[src/rtl/gyro_loop_seq.sv]
// Start-up and lock sequencer for the gyro closed-loop integrator: clears the
// integrator, ramps the gain index to target, then tracks lock on the error window.
module gyro_loop_seq #(
  parameter int ZERO_CYC = 4,
  parameter int HOLD_CYC = 3
) (
  input  logic        i_clk,
  input  logic        i_rst,
  input  logic        i_start,
  input  logic        i_abort,
  input  logic        i_err_valid,
  input  logic [31:0] i_err,
  input  logic [5:0]  i_gain_start,
  input  logic [5:0]  i_gain_target,
  input  logic [15:0] i_dwell,
  input  logic [31:0] i_lock_th,
  input  logic [7:0]  i_lock_cnt,
  input  logic [15:0] i_timeout,
  output logic [5:0]  o_gain_sel,
  output logic        o_en,
  output logic [31:0] o_err,
  output logic        o_zero,
  output logic        o_gain_mode,
  output logic [2:0]  o_state,
  output logic        o_busy,
  output logic        o_locked,
  output logic        o_done,
  output logic        o_fault
);

  localparam logic [2:0] S_IDLE  = 3'd0;
  localparam logic [2:0] S_ZERO  = 3'd1;
  localparam logic [2:0] S_RAMP  = 3'd2;
  localparam logic [2:0] S_LOCK  = 3'd3;
  localparam logic [2:0] S_RUN   = 3'd4;
  localparam logic [2:0] S_FAULT = 3'd5;

  localparam logic [15:0] ZCYC = 16'(ZERO_CYC);
  localparam logic [15:0] HCYC = 16'(HOLD_CYC);

  // -2^31 has no positive twin in 32 bits, so it saturates to 2^31-1.
  function automatic logic [31:0] abs32(input logic [31:0] v);
    if (v == 32'h8000_0000) begin
      abs32 = 32'h7FFF_FFFF;
    end else if (v[31]) begin
      abs32 = ~v + 32'd1;
    end else begin
      abs32 = v;
    end
  endfunction

  function automatic logic [5:0] clamp15(input logic [5:0] v);
    clamp15 = (v > 6'd15) ? 6'd15 : v;
  endfunction

  function automatic logic [15:0] inc16(input logic [15:0] v);
    inc16 = (v == 16'hFFFF) ? v : v + 16'd1;
  endfunction

  function automatic logic [7:0] inc8(input logic [7:0] v);
    inc8 = (v == 8'hFF) ? v : v + 8'd1;
  endfunction

  logic [2:0]  state_q, state_d;
  logic [5:0]  gain_q, gain_d;
  logic [5:0]  tgt_q, tgt_d;
  logic [15:0] zcnt_q, zcnt_d;
  logic [15:0] hold_q, hold_d;
  logic [15:0] dwell_q, dwell_d;
  logic [7:0]  lk_q, lk_d;
  logic [15:0] to_q, to_d;
  logic [31:0] err_q, err_d;
  logic        en_q, en_d;
  logic        zero_q, zero_d;
  logic        gm_q, gm_d;
  logic        done_q, done_d;
  logic        busy_q, busy_d;
  logic        locked_q, locked_d;
  logic        fault_q, fault_d;

  logic        in_win;
  logic [15:0] dwell_eff;
  logic [7:0]  lcnt_eff;
  logic [15:0] dwell_nx;
  logic [7:0]  lk_nx;
  logic [15:0] to_nx;

  // Next-state, counter and output computation.
  always_comb begin
    state_d   = state_q;
    gain_d    = gain_q;
    tgt_d     = tgt_q;
    zcnt_d    = zcnt_q;
    hold_d    = hold_q;
    dwell_d   = dwell_q;
    lk_d      = lk_q;
    to_d      = to_q;
    en_d      = 1'b0;
    done_d    = 1'b0;
    dwell_nx  = inc16(dwell_q);
    lk_nx     = lk_q;
    to_nx     = inc16(to_q);
    in_win    = (abs32(i_err) <= i_lock_th);
    dwell_eff = (i_dwell == 16'd0) ? 16'd1 : i_dwell;
    lcnt_eff  = (i_lock_cnt == 8'd0) ? 8'd1 : i_lock_cnt;
    if (i_err_valid) begin
      err_d = i_err;
    end else begin
      err_d = err_q;
    end

    if (i_abort) begin
      state_d = S_IDLE;
      zcnt_d  = 16'd0;
      hold_d  = 16'd0;
      dwell_d = 16'd0;
      lk_d    = 8'd0;
      to_d    = 16'd0;
    end else begin
      case (state_q)
        S_IDLE, S_FAULT: begin
          if (i_start) begin
            state_d = S_ZERO;
            gain_d  = clamp15(i_gain_start);
            tgt_d   = clamp15(i_gain_target);
            zcnt_d  = ZCYC;
            hold_d  = 16'd0;
            dwell_d = 16'd0;
            lk_d    = 8'd0;
            to_d    = 16'd0;
          end else begin
            state_d = state_q;
          end
        end
        S_ZERO: begin
          if (zcnt_q <= 16'd1) begin
            zcnt_d  = 16'd0;
            state_d = (gain_q != tgt_q) ? S_RAMP : S_LOCK;
          end else begin
            zcnt_d = zcnt_q - 16'd1;
          end
        end
        S_RAMP: begin
          // Leave for LOCK exactly as the hold window after the last step closes.
          if (hold_q != 16'd0) begin
            hold_d = hold_q - 16'd1;
            if ((hold_q == 16'd1) && (gain_q == tgt_q)) begin
              state_d = S_LOCK;
            end else begin
              state_d = S_RAMP;
            end
          end else if (gain_q == tgt_q) begin
            state_d = S_LOCK;
          end else if (i_err_valid) begin
            if (dwell_nx >= dwell_eff) begin
              gain_d  = (gain_q < tgt_q) ? gain_q + 6'd1 : gain_q - 6'd1;
              dwell_d = 16'd0;
              hold_d  = HCYC;
            end else begin
              dwell_d = dwell_nx;
              en_d    = 1'b1;
            end
          end else begin
            dwell_d = dwell_q;
          end
        end
        S_LOCK: begin
          if (i_err_valid) begin
            en_d  = 1'b1;
            lk_nx = in_win ? inc8(lk_q) : 8'd0;
            if (lk_nx >= lcnt_eff) begin
              state_d = S_RUN;
              done_d  = 1'b1;
              lk_d    = 8'd0;
              to_d    = 16'd0;
            end else if ((i_timeout != 16'd0) && (to_nx >= i_timeout)) begin
              state_d = S_FAULT;
              en_d    = 1'b0;
              lk_d    = 8'd0;
              to_d    = 16'd0;
            end else begin
              lk_d = lk_nx;
              to_d = to_nx;
            end
          end else begin
            lk_d = lk_q;
          end
        end
        S_RUN: begin
          if (i_err_valid) begin
            en_d  = 1'b1;
            lk_nx = in_win ? 8'd0 : inc8(lk_q);
            if (lk_nx >= lcnt_eff) begin
              state_d = S_LOCK;
              lk_d    = 8'd0;
              to_d    = 16'd0;
            end else begin
              lk_d = lk_nx;
            end
          end else begin
            lk_d = lk_q;
          end
        end
        default: begin
          state_d = S_IDLE;
        end
      endcase
    end

    zero_d   = (state_d == S_ZERO);
    gm_d     = (state_d == S_RAMP);
    busy_d   = (state_d == S_ZERO) || (state_d == S_RAMP) || (state_d == S_LOCK);
    locked_d = (state_d == S_RUN);
    fault_d  = (state_d == S_FAULT);
  end

  // State and output registers.
  always_ff @(posedge i_clk or posedge i_rst) begin
    if (i_rst) begin
      state_q  <= S_IDLE;
      gain_q   <= 6'd5;
      tgt_q    <= 6'd5;
      zcnt_q   <= 16'd0;
      hold_q   <= 16'd0;
      dwell_q  <= 16'd0;
      lk_q     <= 8'd0;
      to_q     <= 16'd0;
      err_q    <= 32'd0;
      en_q     <= 1'b0;
      zero_q   <= 1'b0;
      gm_q     <= 1'b0;
      done_q   <= 1'b0;
      busy_q   <= 1'b0;
      locked_q <= 1'b0;
      fault_q  <= 1'b0;
    end else begin
      state_q  <= state_d;
      gain_q   <= gain_d;
      tgt_q    <= tgt_d;
      zcnt_q   <= zcnt_d;
      hold_q   <= hold_d;
      dwell_q  <= dwell_d;
      lk_q     <= lk_d;
      to_q     <= to_d;
      err_q    <= err_d;
      en_q     <= en_d;
      zero_q   <= zero_d;
      gm_q     <= gm_d;
      done_q   <= done_d;
      busy_q   <= busy_d;
      locked_q <= locked_d;
      fault_q  <= fault_d;
    end
  end

  assign o_gain_sel  = gain_q;
  assign o_en        = en_q;
  assign o_err       = err_q;
  assign o_zero      = zero_q;
  assign o_gain_mode = gm_q;
  assign o_state     = state_q;
  assign o_busy      = busy_q;
  assign o_locked    = locked_q;
  assign o_done      = done_q;
  assign o_fault     = fault_q;

endmodule

[config.mk]
export PLATFORM = sky130hd
export DESIGN_NAME = gyro_loop_seq
export DESIGN_NICKNAME = d
export VERILOG_FILES = /design/src/rtl/gyro_loop_seq.sv
export SDC_FILE = /design/constraint.sdc
export NUM_CORES = 1
export LEC_CHECK = 0
export ABC_CLOCK_PERIOD_IN_PS = 4700
export BUFFER_PORTS_ARGS = -buffer_cell sky130_fd_sc_hd__buf_4
export CORE_ASPECT_RATIO = 0.75
export CORE_MARGIN = 2
export CORE_UTILIZATION = 45
export CTS_BUF_LIST = sky130_fd_sc_hd__clkbuf_4
export CTS_CLUSTER_DIAMETER = 30
export DETAILED_ROUTE_END_ITERATION = 6
export PLACE_DENSITY_LB_ADDON = 0.3
export SLEW_MARGIN = 20
export SYNTH_ARGS = -nofsm -noshare
export SYNTH_HDL_FRONTEND = slang
export SYNTH_SLANG_ARGS = --single-unit
export TNS_END_PERCENT = 100
[constraint.sdc]
create_clock -name i_clk -period 4.7 [get_ports i_clk]
set_clock_uncertainty 0.05 [all_clocks]
set_input_delay 0.235 -clock i_clk [delete_from_list [all_inputs] [get_ports i_clk]]
set_output_delay 0.235 -clock i_clk [all_outputs]
set_load 0.05 [all_outputs]
==> results.md <==
- The total via count after detailed routing is 9346.
- The worst endpoint data arrival time is 5.62 ns.
- At the worst endpoint, the required time is 5.13 ns.
- The largest total area in the synthesized netlist belongs to sky130_fd_sc_hd__dfrtp_1.
- Entering global routing, the biggest net connects 47 pins.
- The number of buffers inserted during clock tree synthesis is 17.
- The floorplan core area is 21100 um^2.
- The port buffer count is 168.
- The via count of the first global-routing pass came to 8892.
- The tool flagged a number of max-cap violations equal to 0.
- The cell repeated most along the worst path is sky130_fd_sc_hd__or4_4.
- The number of DRC violations after detailed routing is 0.
- After synthesis, the most frequently instantiated cells are 122 x sky130_fd_sc_hd__dfrtp_1, 99 x sky130_fd_sc_hd__ha_1, 96 x sky130_fd_sc_hd__inv_1, 96 x sky130_fd_sc_hd__nand2_1, 92 x sky130_fd_sc_hd__nor2_1.
- The routed design has 27100 um of wire.
- The CTS tree is done.
- The H-tree generated during clock tree synthesis spans 4 levels.
- The post-route core utilization is 62.4%.
- The synthesis-stage register bit count is 126.
- After clock tree synthesis, the clock-pin slew on the worst setup and hold paths is 0.14 ns.
- Sorting the synthesized cells by area gives the leading types as sky130_fd_sc_hd__dfrtp_1 32%, sky130_fd_sc_hd__ha_1 13%, sky130_fd_sc_hd__mux2_2 4.1%, sky130_fd_sc_hd__inv_1 3.7%, sky130_fd_sc_hd__nand2_1 3.7%.
- The floorplan die height is 131 um.
- In this run the cell area of the synthesized design comes to 9680 um^2.
- The most frequent cell after synthesis is sky130_fd_sc_hd__dfrtp_1.
- Yosys printed 0 warnings.
- In the final layout, the multi-input gates occupy 6350 um^2.
- Counting the fill cells in the layout gives 1743.
- The final reports fail on setup timing.
- The detailed router finished its first iteration with 619 violations.
- The path class of the lowest-slack min-delay path is input pin to flip-flop.
- For this run, the total global-route usage over all layers was measured as 24.1%.
- Setup repair after global routing could not meet its margin everywhere.
- The wire length of the first global-routing pass is 44200 um.
- Static timing analysis puts the maximum clock frequency at 193 MHz.
- The number of failing setup endpoints in the final timing report is 33.
- Once the floorplan was initialized, standard cells occupied 45.8% of the core.
- The worst-case IR drop observed on VDD is 0.000283 V.
- The fraction of layout cells with a size suffix above 1 is 29.6%.
- The clock period minus final worst setup slack is 5.18 ns.
- For this run, the leading register cell type out of synthesis is sky130_fd_sc_hd__dfrtp_1.
- The cell row count is 46.
- The cell at the root of the clock tree is sky130_fd_sc_hd__clkbuf_4.
- The final critical path takes up 110% of the cycle.
- The final worst slack is -0.482 ns.
- The I/O pin count is 169.
- The share of Yosys cell area claimed by the top area cell type is 31.5%.
- Summing all flip-flop and latch instances after layout gives 3160 um^2.
- The startpoint-to-endpoint class of the critical path is input pin to flip-flop.
- The die width is 173 um.
- Of all nets on the critical path, the largest fanout is 7.
- The relative area change from synthesis to final layout is 36.3%.
- The slew at the pin closest to its max-slew limit is 0.787 ns.
- The die area is 22700 um^2.
- Headroom to the max-slew limit came out at 47.4%.
- The setup TNS after final layout is -13.11 ns.
- Counting instances, the worst hold path has a depth of 4.
- The initial antenna violation count was 1.
- The worst setup path is captured at a flip-flop.
- The run finished, with violations left.
- After detailed routing, the number of vias per cell comes to 5.42.
- After synthesis, the mean cell area works out to 8.68 um^2.
- The clock sink total is 126.
- The number of nets in the layout is 1642.
- Counting along the longest clock path gives a buffer depth of 2.
- The startpoint class of the critical path is an input pin.
- The final weighted congestion in routability-driven placement is 0.887.
- Synthesis produced a netlist with a net count of 1336.
- In this run the power density over the cells is 376 nW/um^2.
- The sequential share of the synthesized area is 32.6%.
- Clock latency on the worst-skew pair, taken at its later pin, is 0.59 ns.
- Counting flops with a built-in enable in the synthesized netlist gives 0.
- The number of hold violations in the final report is 0.
- In this run, distinct cell masters in the synthesized netlist total 70.
- Global routing finished with a remaining overflow of 0.
- The cell leakage power is 6.59 nW.
- The wire-length estimate of the detail-placed layout is 20200 um.
- The fraction of registers with async set or reset after synthesis is 100%.
- The max-slew violation count was 0.
- The number of standard cells after synthesis is 1115.
- After detailed routing, the average wire length per cell comes to 15.7 um.
- The worst reg-to-reg path cell count is 14.
- The maximum single-stage delay on the critical path is 0.56 ns.
- The first-pass detailed-route iteration total is 5.
- The number of antenna-violating nets in the routed design is 0.
- The largest individual stage delay along the critical path comes from the cell sky130_fd_sc_hd__or4_4.
- The critical path goes through buf_6, or4_4, nor2_4, nand4_2, or4_4, or4_4, a211oi_2, a31oi_1, ha_1, nand4_1, or4_4, a31oi_4, o21a_4, nor2_2, ha_1, a21o_1, a21oi_2, o21ai_2, buf_6, or3_1, mux2i_1, o21bai_1, a311oi_1.
area by class of cell:
cell class | count | area share (%)
clock buffers | 17 | 0.968
repair buffers | 321 | 19.9
flip-flops and latches | 126 | 23.9
clock inverters | 15 | 1.55
multi-input cells | 859 | 48.2
inverters | 96 | 2.75
well taps | 288 | 2.73
diodes | 1 | 0.0190
where the power goes:
| group | switching [mW] | internal, mW |
|---|---|---|
| Sequential | 0.201 | 1.28 |
| Clock | 0.508 | 0.388 |
| Combinational | 1.51 | 1.08 |
| Total | 2.21 | 2.74 |
registers in the layout, indices dropped and copies added (netlist names):
name,flops
hold_q,16
o_state,3
o_gain_mode,1
zcnt_q,16
o_busy,1
o_gain_sel,6
to_q,16
o_zero,1
dwell_q,16
tgt_q,6
lk_q,8
o_locked,1
o_err,32
o_done,1
o_fault,1
o_en,1
worst max-delay path, delay by kind of cell:
family,cells,cell delay (ns)
adders and majority gates,2,0.63
AOI/OAI and AO/OA,9,1.55
muxes,1,0.20
buffers and inverters,2,0.22
and+or+nand+nor,9,2.77
per-layer routing:
layer  share of wire (%)  track usage (%)
met2                  46             38.3
met4                 1.9             7.58
met5                   0                0
met3                 4.7             4.63
met1                  48             33.5
logic make-up after synthesis:
logic type | synth area share (%)
and+or+nand+nor | 21.0
AOI/OAI and AO/OA | 17.8
buffers and inverters | 5.09
DFF | 32.6
adders and majority gates | 13.0
xor gates and xnor gates | 5.88
muxes | 4.59
through the flow:
step / std cells / hold WS (ns) / power [mW] / cell area [um^2] / setup slack, ns
floorplan: 1115 / 0.315 / 3.25 / 9780 / -0.762
global placement: 1629 / 0.289 / 3.86 / 12000 / -0.946
detailed placement: 1629 / 0.298 / 3.92 / 12000 / -1.04
CTS: 1712 / 0.00415 / 4.91 / 13000 / -0.307
global route: 1723 / 0.0236 / 5.36 / 13200 / -0.747
finish: 1723 / 0.0632 / 4.96 / 13200 / -0.482
path summary, 6_finish.rpt:
| kind | start | endpoint | slack [ns] |
|---|---|---|---|
| min in group asynchronous | i_rst | o_err[10] | 0.22 |
| setup reg to reg | to_q[5] | to_q[8] | 0.20 |
| hold reg to reg | hold_q[15] | hold_q[15] | 0.46 |
| max in group asynchronous | i_rst | to_q[8] | 3.34 |
| hold / removal | i_err[10] | o_err[10] | 0.06 |
| setup / recovery | i_err[6] | lk_q[5] | -0.48 |
repair_timing:
item                       CTS  global route
gates resized for setup     38            31
hold endpoints to repair    86             0
pin swaps                    9            27
cloned                       2             0
hold buffers                43             0
setup endpoints to repair   33            34
buffers inserted             6            10
placed cells by master, fill, tap and decap left out, types with 7 or more instances in the layout:
cell type / Yosys / routed
sky130_fd_sc_hd__or3_1: 14 / 14
sky130_fd_sc_hd__nand2_1: 96 / 93
sky130_fd_sc_hd__nor2b_1: 10 / 9
sky130_fd_sc_hd__mux2_2: 35 / 34
sky130_fd_sc_hd__buf_6: 0 / 14
sky130_fd_sc_hd__buf_4: 0 / 259
sky130_fd_sc_hd__inv_1: 96 / 95
sky130_fd_sc_hd__dlygate4sd3_1: 0 / 43
sky130_fd_sc_hd__xor2_1: 40 / 40
sky130_fd_sc_hd__nor3_1: 27 / 26
sky130_fd_sc_hd__o31ai_1: 24 / 20
sky130_fd_sc_hd__nand4_1: 21 / 21
sky130_fd_sc_hd__o21ai_0: 60 / 48
sky130_fd_sc_hd__a21oi_1: 58 / 52
sky130_fd_sc_hd__a32o_1: 10 / 10
sky130_fd_sc_hd__nand3_1: 31 / 31
sky130_fd_sc_hd__o21a_1: 10 / 9
sky130_fd_sc_hd__ha_1: 99 / 95
sky130_fd_sc_hd__dfrtp_1: 122 / 122
sky130_fd_sc_hd__a21oi_2: 1 / 7
sky130_fd_sc_hd__a22o_1: 9 / 9
sky130_fd_sc_hd__a31oi_1: 23 / 21
sky130_fd_sc_hd__or4_4: 5 / 8
sky130_fd_sc_hd__xnor2_1: 25 / 25
sky130_fd_sc_hd__nor4_1: 19 / 19
sky130_fd_sc_hd__nor2_1: 92 / 85
sky130_fd_sc_hd__nand2b_1: 15 / 12
sky130_fd_sc_hd__clkbuf_4: 0 / 17
sky130_fd_sc_hd__a21o_1: 16 / 16
sky130_fd_sc_hd__and3_1: 22 / 22
sky130_fd_sc_hd__o21ai_1: 2 / 7
No activity file was read; power rests on OpenSTA's default activity.
